==> config.mk <==
export PLATFORM = sky130hd
export DESIGN_NAME = branch_cond_unit
export DESIGN_NICKNAME = d
export VERILOG_FILES = /design/src/rtl/branch_cond_unit.sv
export SDC_FILE = /design/constraint.sdc
export NUM_CORES = 1
export LEC_CHECK = 0
export ABC_AREA = 1
export CAP_MARGIN = 30
export CORE_ASPECT_RATIO = 1.25
export CORE_MARGIN = 5
export CORE_UTILIZATION = 48
export CTS_CLUSTER_SIZE = 28
export DETAILED_ROUTE_END_ITERATION = 7
export PLACE_DENSITY_LB_ADDON = 0.2
export SLEW_MARGIN = 15
export SYNTH_ARGS = -nofsm -noshare
export SYNTH_HDL_FRONTEND = slang
export SYNTH_SLANG_ARGS = --single-unit
==> constraint.sdc <==
create_clock -name clk -period 3.49 [get_ports clk]
set_input_delay 0.698 -clock clk [delete_from_list [all_inputs] [get_ports clk]]
set_output_delay 0.698 -clock clk [all_outputs]
set_load 0.01 [all_outputs]
==> src/rtl/branch_cond_unit.sv <==
// ---------------------------------------------------------------------------
// branch_cond_unit
//
// Registered branch-condition unit for the multicycle datapath. It compares
// two operands (signed or unsigned), stores the Zero/Gt/Lt outcome in a flag
// register, and on request evaluates one of eight branch conditions against
// the stored flags. The decision is registered and qualified by a one-cycle
// TakenValid pulse for the PC-write control. Saturating counters record how
// many evaluations were accepted and how many of them were taken.
//
// Parameters
//   DATA_WIDTH : operand width (>= 2)
//   CNT_WIDTH  : width of the statistics counters
//   CONSUME    : 1 -> flags are invalidated by each accepted evaluation
//                0 -> flags persist until the next CmpLoad or reset
//
// Ports
//   clk         in   system clock, rising-edge active
//   reset       in   synchronous active-high reset
//   CmpLoad     in   capture compare(A, B) into the flag register
//   A, B        in   operands
//   Unsigned    in   1: unsigned compare, 0: two's-complement compare
//   BranchEval  in   evaluate BranchCtrl against the stored flags
//   BranchCtrl  in   condition select
//   BranchTaken out  registered decision, held until the next accepted eval
//   TakenValid  out  one-cycle pulse after an accepted evaluation
//   EvalErr     out  one-cycle pulse after an evaluation with no valid flags
//   FlagsValid  out  flag register holds a usable comparison
//   Zero/Gt/Lt  out  registered flags
//   EvalCount   out  accepted evaluations, saturating
//   TakenCount  out  taken evaluations, saturating
//
// Condition codes
//   000 eq  001 ne  010 gt  011 le  100 lt  101 ge  110 always  111 never
// ---------------------------------------------------------------------------
module branch_cond_unit #(
  parameter int DATA_WIDTH = 32,
  parameter int CNT_WIDTH  = 16,
  parameter int CONSUME    = 1
) (
  input  logic                  clk,
  input  logic                  reset,
  input  logic                  CmpLoad,
  input  logic [DATA_WIDTH-1:0] A,
  input  logic [DATA_WIDTH-1:0] B,
  input  logic                  Unsigned,
  input  logic                  BranchEval,
  input  logic [2:0]            BranchCtrl,
  output logic                  BranchTaken,
  output logic                  TakenValid,
  output logic                  EvalErr,
  output logic                  FlagsValid,
  output logic                  Zero,
  output logic                  Gt,
  output logic                  Lt,
  output logic [CNT_WIDTH-1:0]  EvalCount,
  output logic [CNT_WIDTH-1:0]  TakenCount
);

  // -------------------------------------------------------------------------
  // State
  // -------------------------------------------------------------------------
  logic                 r_branch_taken;
  logic                 r_taken_valid;
  logic                 r_eval_err;
  logic                 r_flags_valid;
  logic                 r_zero;
  logic                 r_gt;
  logic                 r_lt;
  logic [CNT_WIDTH-1:0] r_eval_count;
  logic [CNT_WIDTH-1:0] r_taken_count;

  // -------------------------------------------------------------------------
  // Operand comparison
  // -------------------------------------------------------------------------
  logic w_eq;
  logic w_gt_u;
  logic w_lt_u;
  logic w_gt_s;
  logic w_lt_s;
  logic w_gt;
  logic w_lt;

  assign w_eq   = (A == B);
  assign w_gt_u = (A > B);
  assign w_lt_u = (A < B);
  assign w_gt_s = ($signed(A) > $signed(B));
  assign w_lt_s = ($signed(A) < $signed(B));
  assign w_gt   = Unsigned ? w_gt_u : w_gt_s;
  assign w_lt   = Unsigned ? w_lt_u : w_lt_s;

  // -------------------------------------------------------------------------
  // Condition table, indexed by BranchCtrl. Built from the flags held before
  // the current edge, so a simultaneous CmpLoad never forwards into the
  // evaluation.
  // -------------------------------------------------------------------------
  logic [7:0] w_cond_table;
  logic       w_cond;

  assign w_cond_table[0] =  r_zero;   // eq
  assign w_cond_table[1] = ~r_zero;   // ne
  assign w_cond_table[2] =  r_gt;     // gt
  assign w_cond_table[3] = ~r_gt;     // le
  assign w_cond_table[4] =  r_lt;     // lt
  assign w_cond_table[5] = ~r_lt;     // ge
  assign w_cond_table[6] =  1'b1;     // always
  assign w_cond_table[7] =  1'b0;     // never

  assign w_cond = w_cond_table[BranchCtrl];

  // -------------------------------------------------------------------------
  // Evaluation qualification
  // -------------------------------------------------------------------------
  logic w_accept;
  logic w_reject;
  logic w_consume;

  assign w_accept  = BranchEval &  r_flags_valid;
  assign w_reject  = BranchEval & ~r_flags_valid;
  assign w_consume = (CONSUME != 0);

  // -------------------------------------------------------------------------
  // Saturating counter increments
  // -------------------------------------------------------------------------
  logic                 w_eval_sat;
  logic                 w_taken_sat;
  logic [CNT_WIDTH-1:0] w_eval_count_next;
  logic [CNT_WIDTH-1:0] w_taken_count_next;

  assign w_eval_sat  = &r_eval_count;
  assign w_taken_sat = &r_taken_count;

  always_comb begin
    w_eval_count_next  = r_eval_count;
    w_taken_count_next = r_taken_count;
    if (w_accept) begin
      if (!w_eval_sat) begin
        w_eval_count_next = r_eval_count + 1'b1;
      end
      if (w_cond && !w_taken_sat) begin
        w_taken_count_next = r_taken_count + 1'b1;
      end
    end
  end

  // -------------------------------------------------------------------------
  // Registers
  // -------------------------------------------------------------------------
  always_ff @(posedge clk) begin
    if (reset) begin
      r_branch_taken <= 1'b0;
      r_taken_valid  <= 1'b0;
      r_eval_err     <= 1'b0;
      r_flags_valid  <= 1'b0;
      r_zero         <= 1'b0;
      r_gt           <= 1'b0;
      r_lt           <= 1'b0;
      r_eval_count   <= '0;
      r_taken_count  <= '0;
    end else begin
      // Pulses are rewritten every cycle so they last exactly one cycle.
      r_taken_valid <= w_accept;
      r_eval_err    <= w_reject;

      if (w_accept) begin
        r_branch_taken <= w_cond;
      end

      r_eval_count  <= w_eval_count_next;
      r_taken_count <= w_taken_count_next;

      // A load always wins over consumption: the fresh comparison is valid
      // even when the same edge consumed the previous one.
      if (CmpLoad) begin
        r_zero        <= w_eq;
        r_gt          <= w_gt;
        r_lt          <= w_lt;
        r_flags_valid <= 1'b1;
      end else if (w_accept && w_consume) begin
        r_flags_valid <= 1'b0;
      end
    end
  end

  // -------------------------------------------------------------------------
  // Outputs
  // -------------------------------------------------------------------------
  assign BranchTaken = r_branch_taken;
  assign TakenValid  = r_taken_valid;
  assign EvalErr     = r_eval_err;
  assign FlagsValid  = r_flags_valid;
  assign Zero        = r_zero;
  assign Gt          = r_gt;
  assign Lt          = r_lt;
  assign EvalCount   = r_eval_count;
  assign TakenCount  = r_taken_count;

endmodule

==> metrics.csv <==
stage,metric,value,unit
critical_path,cp-start-kind,input port,
timing,drv_slew,0,
placed_design,hpwlAfterDp,6.27,mm
synth,yosysUniqueCellTypes,31,
critical_path,startpoint,B[31],
power,power_density,236,nW/um^2
critical_path,cp.arrival,2.41,ns
critical_path,rr_startpoint,TakenCount[0]$_SDFFE_PP0P_,
floorplanning,die_w,79.5,um
synth,seq_area_frac_synth,0.269,
grt,grt_antenna_before_repair,0,
run_status,status,"finished, final reports clean",
grt,grt_pass1_wl,12.7,mm
final_layout,multiInputGateArea,1780,um^2
grt,grt_use_total,0.199,
synth,ys_seq_elements,39,
routing,drt_first_pass_iters,4,
floorplanning,core,5860,um^2
synth,synth_xor_area_frac,0.0543,
routing,via_per_inst,4.88,
routing,initialDrtViolationCount,122,
final_layout,layout_commonest_cell,clkdlybuf4s50_1,
critical_path,path_max_fanout,4,
worst_hold_path,hold_start,FlagsValid$_SDFFE_PP0P_,
power,peakVddDrop,0.214,mV
floorplanning,num_rows,31,
timing,finalHoldViolations,0,
synth,postSynthCellCount,436,
routing,postRouteAntennaNets,0,
power,power.static_leakage,0.00184,uW
timing,fin_skew,0.00601,ns
run,maxCapViolCount,0,
routing,drc_errors,0,
clock_tree,insertion_delay,0.28,ns
final_layout,antennaDiodeCount,0,
final_layout,fin_area,4160,um^2
timing,layout_min_cycle_time,2.26,ns
clock_tree,clk_pin_slew,0.07,ns
timing,maxSlewHeadroom,0.698,
final_layout,regArea,781,um^2
synth,synth_top_family_by_area,simple AND/OR/NAND/NOR gates,
floorplanning,die_y,96.9,um
power,power,983,uW
clock_tree,post_cts_buffers,0,
routing,wl_per_cell,12.1,um
clock_tree,numCtsBuffers,5,
placed_design,place_congestion,0.883,
worst_hold_path,hold_path.class,reg2reg,
final_layout,fill_cells,525,
clock_tree,htree_levels,2,
floorplanning,initial_utilization,0.495,
timing,finalCritPeriodShare,0.647,
clock_tree,ctsHoldBuffers,0,
routing,drt-total-wl,7.66,mm
grt,grt_max_degree,18,
floorplanning,ios,111,
clock_tree,cts_buffer_depth,2,
synth,synth-compound-area-share,0.114,
synth,syn_area_per_cell,6.65,um^2
routing,vias,3077,
grt,grt_pass1_vias,2950,
synth,syn_nets,542,
placed_design,post_dp_cell_area,4080,um^2
grt,overflow,0,
timing,worst-slew-pin-transition,0.449,ns
synth,synth_mux_area_frac,0,
synth,synth_fa_ha_area_frac,0.147,
critical_path,crit_required,3.64,ns
critical_path,path_class,in2reg,
final_layout,synthToLayoutAreaGrowth,43.5,%
final_layout,drive_gt1_frac,0.0346,
clock_tree,clock_sinks,39,
critical_path,cp-end-kind,flop,
clock_tree,root_buffer,clkbuf_8,
floorplanning,die_area,7710,um^2
final_layout,finish.net_count,654,
placed_design,numPortBuffers,110,
final_layout,layout_common_cells,"clkdlybuf4s50_1, nand2_1, inv_1",
timing,setup_viol,0,
clock_tree,cts_resized,0,
synth,synthSimpleGateAreaFrac,0.298,
timing,max_freq,443,MHz
timing,rsz0062_at_grt,false,
synth,yosys_warnings,0,
synth,netlist_area,2900,um^2
timing,setup_tns,0,ns
clock_tree,cts_tree,yes,
Yosys cell counts:
library cell  count  area share
buf_2             1      0.0017
xnor2_1           8       0.024
o21a_1            2      0.0052
ha_1             34        0.15
nand2_4           1      0.0039
inv_1            78        0.10
o21ai_1           1      0.0017
a21oi_2           1      0.0030
a22oi_1           1      0.0026
nor4_2            1      0.0043
xor2_1           10       0.030
nor3_2            2      0.0069
nor3b_1           1      0.0026
nor2_1           27       0.035
dfxtp_1          39        0.27
nand2_2           2      0.0043
nand3_1          30       0.052
o21ai_0          12       0.021
a211oi_1          1      0.0026
nor4_1            4      0.0086
nor2_2            2      0.0043
a21o_1            3      0.0078
clkinv_2          1      0.0017
nand2_1         104        0.13
buf_6             1      0.0039
nor3_1           12       0.021
nand4_1          10       0.022
inv_2             1      0.0013
buf_4             1      0.0026
a21oi_1          41       0.071
clkbuf_1          4      0.0052
cell type report:
| class | instances | share of cell area |
|---|---|---|
| Multi-Input combinational cell | 310 | 0.428 |
| Clock inverter | 1 | 0.00120 |
| Timing Repair Buffer | 112 | 0.268 |
| Inverter | 80 | 0.0724 |
| Tap cell | 82 | 0.0246 |
| Clock buffer | 7 | 0.0183 |
| Sequential cell | 39 | 0.188 |
through the flow:
step | std cells | util | hold WS [ns] | setup slack, ns
after floorplan | 436 | - | 0.481 | 1.59
after global placement | 623 | 0.697 | 0.456 | 0.982
after detailed placement | 623 | 0.697 | 0.470 | 0.927
after CTS | 631 | 0.711 | 0.477 | 1.23
after global routing | 631 | 0.711 | 0.528 | 1.08
final | 631 | 0.711 | 0.479 | 1.23
worst max-delay path: stages:
cell	delay, ns
clkdlybuf4s50_1	0.47
inv_1	0.05
ha_1	0.31
nand4_1	0.14
nor2_1	0.17
nand2_1	0.09
nor2_1	0.13
nand2_1	0.08
nand3_1	0.08
nand2_1	0.05
nand3_1	0.08
a21oi_1	0.07
state kept, by name, summed over array words and instances (netlist names):
signal,count
BranchTaken,1
EvalCount,16
EvalErr,1
FlagsValid,1
Gt,1
Lt,1
TakenCount,16
TakenValid,1
Zero,1
power breakdown:
group / total (uW) / switching, uW / internal [uW]
sequential: 461 / 8.23 / 453
combinational: 234 / 100 / 133
clock: 288 / 148 / 140
worst paths after layout:
| kind | endpoint | slack (ns) | cells after the start |
|---|---|---|---|
| max reg2reg | TakenCount[0]$_SDFFE_PP0P_ | 1.46 | 11 |
| max | Lt$_SDFFE_PP0P_ | 1.23 | 12 |
| min | EvalErr$_SDFF_PP0_ | 0.48 | 1 |
| min reg2reg | EvalErr$_SDFF_PP0_ | 0.48 | 1 |
layer usage:
metal,share of wire,GRT usage
met1,0.42,0.237
met2,0.53,0.367
met3,0.053,0.0372
met4,0.0031,0.0317
met5,0,0
cells by family (layout without fill, tap and decap cells):
group           count (synthesis)  after routing
flops                          39             39
xor+xnor                       18             18
buf+inv                        87            200
simple gates                  196            196
compound gates                 62             62
fa+ha+maj                      34             34
Power figures use the tool's default switching activity.
